## config.mk

```make
export PLATFORM = sky130hd
export DESIGN_NAME = multicycle_control_unit
export DESIGN_NICKNAME = d
export VERILOG_FILES = /design/src/rtl/rv_ctrl_pkg.sv /design/src/rtl/rv_decode_core.sv /design/src/rtl/multicycle_control_unit.sv
export SDC_FILE = /design/constraint.sdc
export NUM_CORES = 1
export LEC_CHECK = 0
export CORE_UTILIZATION = 40
export CTS_BUF_LIST = sky130_fd_sc_hd__clkbuf_2
export DETAILED_ROUTE_END_ITERATION = 10
export PLACE_DENSITY = 0.84
export SETUP_SLACK_MARGIN = 0.2
export SYNTH_ARGS = -nofsm -noshare
export SYNTH_HDL_FRONTEND = slang
export SYNTH_HIERARCHICAL = 1
export SYNTH_SLANG_ARGS = --single-unit
```

## constraint.sdc

```tcl
create_clock -name clk -period 3.7 [get_ports clk]
set_clock_uncertainty 0.1 [all_clocks]
set_input_delay 0.74 -clock clk [delete_from_list [all_inputs] [get_ports clk]]
set_output_delay 0.74 -clock clk [all_outputs]
set_load 0.02 [all_outputs]
```

## src/rtl/rv_ctrl_pkg.sv

```systemverilog
// rtl/rv_ctrl_pkg.sv - shared encodings for the RV32I multi-cycle control unit
package rv_ctrl_pkg;

  localparam logic [6:0] OP_LUI    = 7'b0110111;
  localparam logic [6:0] OP_AUIPC  = 7'b0010111;
  localparam logic [6:0] OP_JAL    = 7'b1101111;
  localparam logic [6:0] OP_JALR   = 7'b1100111;
  localparam logic [6:0] OP_BRANCH = 7'b1100011;
  localparam logic [6:0] OP_LOAD   = 7'b0000011;
  localparam logic [6:0] OP_STORE  = 7'b0100011;
  localparam logic [6:0] OP_IMM    = 7'b0010011;
  localparam logic [6:0] OP_REG    = 7'b0110011;

  localparam logic [3:0] ALU_ADD  = 4'b0000;
  localparam logic [3:0] ALU_SLT  = 4'b0010;
  localparam logic [3:0] ALU_SLTU = 4'b0011;
  localparam logic [3:0] ALU_XOR  = 4'b0100;

  localparam logic [2:0] IMM_NONE = 3'd0;
  localparam logic [2:0] IMM_I    = 3'd1;
  localparam logic [2:0] IMM_S    = 3'd2;
  localparam logic [2:0] IMM_B    = 3'd3;
  localparam logic [2:0] IMM_U    = 3'd4;
  localparam logic [2:0] IMM_J    = 3'd5;

  localparam logic [1:0] WD_ALU = 2'b00;
  localparam logic [1:0] WD_MEM = 2'b01;
  localparam logic [1:0] WD_PC4 = 2'b10;
  localparam logic [1:0] WD_IMM = 2'b11;

  localparam logic [1:0] CAUSE_NONE    = 2'b00;
  localparam logic [1:0] CAUSE_ILLEGAL = 2'b01;
  localparam logic [1:0] CAUSE_TIMEOUT = 2'b10;

  typedef enum logic [2:0] {
    S_FETCH  = 3'd0,
    S_DECODE = 3'd1,
    S_EXEC   = 3'd2,
    S_MEM    = 3'd3,
    S_WB     = 3'd4,
    S_TRAP   = 3'd5
  } state_t;

  // Ungated control word produced by the decoder for the current IR.
  typedef struct packed {
    logic [3:0] alu_op;
    logic       alu_in1;
    logic       alu_in2;
    logic [2:0] imm_op;
    logic       regs_r;
    logic [1:0] w_data;
    logic       is_branch;
    logic       branch_zero;
    logic       is_jump;
    logic       is_load;
    logic       is_store;
    logic       is_muldiv;
    logic [3:0] lane_mask;
  } ctrl_t;

  // funct3[1:0] access size to byte-lane enables: byte, half, word.
  function automatic logic [3:0] size_to_lanes(input logic [1:0] size);
    case (size)
      2'b00:   return 4'b0001;
      2'b01:   return 4'b0011;
      default: return 4'b1111;
    endcase
  endfunction

endpackage

```

## src/rtl/rv_decode_core.sv

```systemverilog
// rtl/rv_decode_core.sv - combinational opcode/funct to control word decoder
module rv_decode_core import rv_ctrl_pkg::*; #(
  parameter int ENABLE_M = 0
) (
  input  logic [6:0] opcode,
  input  logic [2:0] funct3,
  input  logic       funct7,
  input  logic       funct7_m,
  output ctrl_t      ctrl,
  output logic       illegal
);

  // Map the instruction fields to a control word; unknown encodings flag illegal.
  always_comb begin
    ctrl           = '0;
    ctrl.alu_op    = ALU_ADD;
    ctrl.lane_mask = size_to_lanes(funct3[1:0]);
    illegal        = 1'b0;
    case (opcode)
      OP_LUI: begin
        ctrl.imm_op = IMM_U;
        ctrl.w_data = WD_IMM;
      end
      OP_AUIPC: begin
        ctrl.alu_in1 = 1'b1;
        ctrl.alu_in2 = 1'b1;
        ctrl.imm_op  = IMM_U;
        ctrl.w_data  = WD_ALU;
      end
      OP_JAL: begin
        ctrl.alu_in1 = 1'b1;
        ctrl.alu_in2 = 1'b1;
        ctrl.imm_op  = IMM_J;
        ctrl.w_data  = WD_PC4;
        ctrl.is_jump = 1'b1;
      end
      OP_JALR: begin
        ctrl.alu_in2 = 1'b1;
        ctrl.imm_op  = IMM_I;
        ctrl.regs_r  = 1'b1;
        ctrl.w_data  = WD_PC4;
        ctrl.is_jump = 1'b1;
      end
      OP_BRANCH: begin
        ctrl.imm_op    = IMM_B;
        ctrl.regs_r    = 1'b1;
        ctrl.is_branch = 1'b1;
        if (funct3[1])      ctrl.alu_op = ALU_SLTU;
        else if (funct3[2]) ctrl.alu_op = ALU_SLT;
        else                ctrl.alu_op = ALU_XOR;
        ctrl.branch_zero = (funct3 == 3'b001) || (funct3 == 3'b100) || (funct3 == 3'b110);
      end
      OP_LOAD: begin
        ctrl.alu_in2 = 1'b1;
        ctrl.imm_op  = IMM_I;
        ctrl.regs_r  = 1'b1;
        ctrl.w_data  = WD_MEM;
        ctrl.is_load = 1'b1;
      end
      OP_STORE: begin
        ctrl.alu_in2  = 1'b1;
        ctrl.imm_op   = IMM_S;
        ctrl.regs_r   = 1'b1;
        ctrl.is_store = 1'b1;
      end
      OP_IMM: begin
        ctrl.alu_in2 = 1'b1;
        ctrl.imm_op  = IMM_I;
        ctrl.regs_r  = 1'b1;
        // Only shifts carry a meaningful IR[30]; elsewhere it is immediate data.
        ctrl.alu_op  = (funct3[1:0] == 2'b01) ? {funct7, funct3} : {1'b0, funct3};
      end
      OP_REG: begin
        ctrl.regs_r = 1'b1;
        if (funct7_m) begin
          if (ENABLE_M != 0) ctrl.is_muldiv = 1'b1;
          else               illegal = 1'b1;
        end else begin
          ctrl.alu_op = {funct7, funct3};
        end
      end
      default: illegal = 1'b1;
    endcase
  end

endmodule

```

## src/rtl/multicycle_control_unit.sv

```systemverilog
// rtl/multicycle_control_unit.sv - RV32I multi-cycle control FSM with mul/div handshake
module multicycle_control_unit import rv_ctrl_pkg::*; #(
  parameter int ENABLE_M    = 0,
  parameter int MEM_TIMEOUT = 16,
  parameter int CNT_W       = 8
) (
  input  logic       clk,
  input  logic       rst,
  input  logic [6:0] opcode,
  input  logic [2:0] funct3,
  input  logic       funct7,
  input  logic       funct7_m,
  input  logic       imem_ack,
  input  logic       dmem_ack,
  input  logic       muldiv_done,
  output logic       imem_req,
  output logic       ir_write,
  output logic       pc_write,
  output logic [3:0] alu_op,
  output logic       alu_in1,
  output logic       alu_in2,
  output logic [2:0] imm_op,
  output logic       regs_r_enb,
  output logic       regs_w_enb,
  output logic [1:0] regs_w_data,
  output logic       muldiv_sel,
  output logic       muldiv_start,
  output logic [3:0] mem_r_enb,
  output logic [3:0] mem_w_enb,
  output logic       branch,
  output logic       branch_zero,
  output logic       jump,
  output logic       trap,
  output logic [1:0] trap_cause,
  output logic [2:0] state
);

  // Last counter value seen in MEM before a missing ack becomes a bus error.
  localparam logic [CNT_W-1:0] CNT_LAST = CNT_W'(MEM_TIMEOUT - 1);

  state_t           cur;
  state_t           nxt;
  ctrl_t            ctrl;
  logic             illegal;
  logic [CNT_W-1:0] cnt;
  logic             md_started;
  logic             trap_q;
  logic [1:0]       cause_q;
  logic [1:0]       set_cause;

  rv_decode_core #(.ENABLE_M(ENABLE_M)) u_decode (
    .opcode   (opcode),
    .funct3   (funct3),
    .funct7   (funct7),
    .funct7_m (funct7_m),
    .ctrl     (ctrl),
    .illegal  (illegal)
  );

  // State, MEM wait counter, mul/div start flag and sticky trap registers.
  always_ff @(posedge clk or posedge rst) begin
    if (rst) begin
      cur        <= S_FETCH;
      cnt        <= '0;
      md_started <= 1'b0;
      trap_q     <= 1'b0;
      cause_q    <= CAUSE_NONE;
    end else begin
      cur        <= nxt;
      cnt        <= (cur == S_MEM && nxt == S_MEM) ? cnt + CNT_W'(1) : '0;
      md_started <= (cur == S_EXEC) && (nxt == S_EXEC) && ctrl.is_muldiv;
      if (set_cause != CAUSE_NONE) begin
        trap_q  <= 1'b1;
        cause_q <= set_cause;
      end
    end
  end

  // Next-state logic and state-gated control outputs.
  always_comb begin
    nxt          = cur;
    set_cause    = CAUSE_NONE;
    imem_req     = 1'b0;
    ir_write     = 1'b0;
    pc_write     = 1'b0;
    alu_op       = ALU_ADD;
    alu_in1      = 1'b0;
    alu_in2      = 1'b0;
    imm_op       = IMM_NONE;
    regs_r_enb   = 1'b0;
    regs_w_enb   = 1'b0;
    regs_w_data  = WD_ALU;
    muldiv_sel   = 1'b0;
    muldiv_start = 1'b0;
    mem_r_enb    = 4'b0000;
    mem_w_enb    = 4'b0000;
    branch       = 1'b0;
    branch_zero  = 1'b0;
    jump         = 1'b0;
    case (cur)
      S_FETCH: begin
        imem_req = 1'b1;
        if (imem_ack) begin
          ir_write = 1'b1;
          nxt      = S_DECODE;
        end
      end
      S_DECODE: begin
        if (illegal) begin
          nxt       = S_TRAP;
          set_cause = CAUSE_ILLEGAL;
        end else begin
          regs_r_enb = ctrl.regs_r;
          nxt        = S_EXEC;
        end
      end
      S_EXEC: begin
        alu_op      = ctrl.alu_op;
        alu_in1     = ctrl.alu_in1;
        alu_in2     = ctrl.alu_in2;
        imm_op      = ctrl.imm_op;
        branch      = ctrl.is_branch;
        branch_zero = ctrl.branch_zero;
        jump        = ctrl.is_jump;
        if (ctrl.is_branch) begin
          pc_write = 1'b1;
          nxt      = S_FETCH;
        end else if (ctrl.is_load || ctrl.is_store) begin
          nxt = S_MEM;
        end else if (ctrl.is_muldiv) begin
          muldiv_start = !md_started;
          if (muldiv_done) nxt = S_WB;
        end else begin
          nxt = S_WB;
        end
      end
      S_MEM: begin
        mem_r_enb = ctrl.is_load  ? ctrl.lane_mask : 4'b0000;
        mem_w_enb = ctrl.is_store ? ctrl.lane_mask : 4'b0000;
        // The ack is checked first so a late ack on the final cycle still completes.
        if (dmem_ack) begin
          if (ctrl.is_store) begin
            pc_write = 1'b1;
            nxt      = S_FETCH;
          end else begin
            nxt = S_WB;
          end
        end else if (cnt == CNT_LAST) begin
          nxt       = S_TRAP;
          set_cause = CAUSE_TIMEOUT;
        end
      end
      S_WB: begin
        regs_w_enb  = 1'b1;
        regs_w_data = ctrl.w_data;
        muldiv_sel  = ctrl.is_muldiv;
        pc_write    = 1'b1;
        jump        = ctrl.is_jump;
        nxt         = S_FETCH;
      end
      S_TRAP:  nxt = S_TRAP;
      default: nxt = S_FETCH;
    endcase
  end

  assign trap       = trap_q;
  assign trap_cause = cause_q;
  assign state      = cur;

endmodule

```

==> results.py <==
metrics = {
    "run_status": {
        "status": "completed",
    },
    "timing": {
        "worst_pin_slew_ns": 0.532,
        "hold_viol": 0,
        "fmax_mhz": 290,
        "worst_slew_margin_rel_pct": 64.5,
        "fin_crit_ns": 3.45,
        "setup_ws_ns": 0.249,
        "drv_slew": 0,
        "period_share_pct": 93.3,
        "grt_setup_unrepaired": "true",
        "tns_ns": 0,
        "setup_viol": 0,
    },
    "pwr": {
        "comb_power_share_pct": 42.0,
        "seq_power_share_pct": 42.8,
        "p_per_area_nw_per_um2": 257,
        "sw_frac_of_total_pct": 39.9,
        "ir_drop_uv": 227,
        "clockPowerShare_pct": 15.2,
        "power_leakage_nw": 1.02,
        "p_switching_uw": 202,
        "p_int_uw": 304,
        "power_uw": 506,
    },
    "logic_synthesis": {
        "syn_avg_cell_area_um2": 7.68,
        "ys_top_cells_by_area": "dfrtp_1, and2_1, nor2_1, nand3_1, and3_1",
        "yosys_warnings": 6,
        "synth-seq-cells": 15,
        "async_flop_share_pct": 100,
        "synth_top_area_share_pct": 27.6,
        "synth_top_area_cell": "dfrtp_1",
        "synthSimpleGateAreaFrac_pct": 42.1,
        "ys_types": 48,
        "synth_xor_area_share_pct": 1.93,
        "synth-adder-area-share_pct": 0.920,
        "ys_seq_area_share_pct": 27.6,
        "synth_nets": 195,
        "synthFlopType": "dfrtp_1",
        "synth-edff-count": 0,
        "synth_mux_area_share_pct": 1.56,
        "synth_compound_area_share_pct": 17.4,
        "netlist_instances": 177,
        "synth_top_family_by_area": "simple AND/OR/NAND/NOR gates",
        "synth_area_um2": 1360,
    },
    "clock_tree": {
        "clk_path_buf_depth": 2,
        "postCtsSetupRepairBufs": 0,
        "h-tree-depth": 1,
        "cts_tree": "built",
        "clockRootBuffer": "clkbuf_2",
        "clk_pin_slew_worst_paths_ns": 0.12,
        "clock-sinks": 15,
        "clock_latency_ns": 0.28,
        "cts_buffers": 3,
        "cts_hold_buf": 0,
    },
    "floorplan": {
        "die_x_um": 60.3,
        "die_area_um2": 3640,
        "ios": 52,
        "start_util_pct": 43.5,
        "core_area_um2": 3130,
        "die-height_um": 60.3,
        "row_count": 20,
    },
    "worst_setup_path": {
        "worstPathArrival_ns": 2.61,
        "worstSetupPathType": "in -> out",
        "setup.worst_path.start": "opcode[6]",
        "critPathCaptureType": "primary output",
        "path_max_fanout": 6,
        "rr_startpoint": "state[2]",
        "cp-start-kind": "input port",
        "worstPathRequired_ns": 2.86,
    },
    "cells_and_area": {
        "nNetsFinal": 248,
        "drive_above_1_share_pct": 11.8,
        "multi_input_area_um2": 892,
        "fill_cells": 290,
        "insertedDiodeCount": 0,
        "syn_to_final_growth_pct": 44.8,
        "seqCellArea_um2": 375,
    },
    "drt": {
        "num_vias": 1455,
        "drt-total-wl_um": 3630,
        "ant_nets": 0,
        "drtIter0Drc": 44,
        "detail_route.wl_per_cell_um": 13.3,
        "firstDrtPassIters": 4,
        "via_per_inst": 5.33,
        "drc": 0,
    },
    "place": {
        "place.gp.congestion": 0.941,
        "port_buffers": 49,
        "dpl.hpwl_um": 2920,
        "place_ws_ns": -0.0976,
    },
    "grt": {
        "grt_max_degree": 17,
        "grt_pass1_vias": 1274,
        "grt_usage_pct": 20.5,
        "grt_first_pass_wirelength_um": 5630,
        "grt-ovfl-total": 0,
        "antenna_found_initial": 0,
    },
    "run": {
        "drv_cap": 0,
    },
    "min_path": {
        "min_path_type": "reg -> reg",
        "hp-start": "trap",
    },
}
[critical path, cell delays in order]
cell             delay, ns
clkdlybuf4s50_1       0.58
and2b_1               0.22
buf_4                 0.16
a32oi_1               0.19
nor2_1                0.05
and2_1                0.13
clkdlybuf4s50_1       0.54
[per-layer routing]
metal / up-vias / GRT usage (%) / part of all wire, %
met2: 44 / 33.9 / 48
met4: 0 / 1.99 / 0.36
li1: 728 / - / -
met3: 2 / 3.46 / 4.9
met1: 681 / 28.9 / 46
met5: - / 0 / 0
[power by group through the flow]
| stage | registers [mW] | clock network, mW | logic, mW |
|---|---|---|---|
| 3_3_place_gp | 0.218 | 0 | 0.211 |
| 6_report | 0.216 | 0.0767 | 0.213 |
| 3_5_place_dp | 0.217 | 0 | 0.216 |
| 4_1_cts | 0.216 | 0.0762 | 0.212 |
| 2_1_floorplan | 0.205 | 0 | 0.127 |
| 5_1_grt | 0.222 | 0.0864 | 0.230 |
[path summary, 6_finish.rpt]
check / depth (start not counted) / slack, ns / end
max: 7 / 0.25 / alu_op[0]
min: 1 / 0.40 / trap
max reg2reg: 3 / 2.09 / state[1]
min reg2reg: 1 / 0.40 / trap
max in group asynchronous: 2 / 2.46 / cnt[1]
min in group asynchronous: 2 / 0.68 / cnt[5]
[area by class of cell]
type	count	share of cell area [%]
inverter	8	1.52
timing repair buffer	62	30.3
sequential	15	19.1
multi-input combinational	140	45.3
tap	44	2.80
clock buffer	4	1.02
[kinds of logic (layout without fill, tap and decap cells)]
| group | after synthesis | in the layout |
|---|---|---|
| xor+xnor | 3 | 3 |
| mux | 2 | 2 |
| simple gates | 98 | 98 |
| flops | 15 | 15 |
| fa+ha+maj | 1 | 1 |
| compound gates | 34 | 34 |
| buf+inv | 22 | 74 |
| other cells | 2 | 2 |
[stage by stage]
stage	instance area (um^2)	std cells	hold slack (ns)	utilization, %
after floorplan	1360	177	0.353	-
after global placement	1930	269	0.365	61.6
after detailed placement	1930	269	0.373	61.6
after CTS	1940	273	0.401	62.1
after global routing	1970	273	0.422	63.0
final	1970	273	0.400	63.0
[layout by cell type (no fill, tap or decap), types with 2 or more instances in the layout]
cell type	Yosys	layout
o221ai_1	2	2
and2_1	22	22
dlygate4sd2_1	0	13
dlymetal6s2s_1	0	10
nor3_1	4	4
nand3b_1	2	2
clkdlybuf4s50_1	0	26
nand2b_1	4	4
a31oi_1	2	2
and4_1	2	2
o21ai_1	2	2
or3_1	4	4
xnor2_1	2	2
nand4_1	2	2
conb_1	2	2
buf_4	5	13
inv_1	8	8
a32oi_1	2	2
a21o_1	3	3
clkbuf_2	0	4
dfrtp_1	15	15
a21oi_1	7	7
and3_1	7	7
nand2_1	9	9
nor2_1	19	18
o21a_1	3	3
o211ai_1	2	2
nand3_1	10	10
o21ai_0	5	5
[registers in the layout, indices dropped and copies added, names as in the netlist]
| name | count |
|---|---|
| trap_cause | 2 |
| md_started | 1 |
| state | 3 |
| cnt | 8 |
| trap | 1 |
[synth_stat cells (all sizes together), types with 2 or more instances]
master / n
conb: 2
nand4: 2
o21ai: 7
a21oi: 7
and3: 7
o211ai: 2
and4: 2
inv: 8
nand3: 10
or4b: 2
nor3b: 2
buf: 10
a21o: 3
nand2b: 4
or3: 4
a31oi: 2
and2: 22
nor2: 19
nor3: 4
dfrtp: 15
o21a: 3
a32oi: 2
xnor2: 2
clkbuf: 4
o221ai: 2
and3b: 2
nand2: 9
nand3b: 2
[timing repair]
item                                    CTS  global route
pin swaps                                 0             0
hold endpoints to repair                  0             0
endpoints found under the setup margin   19            17
gates resized for setup                  16            11
gates cloned                              0             0
No activity file was read; power rests on OpenSTA's default activity.
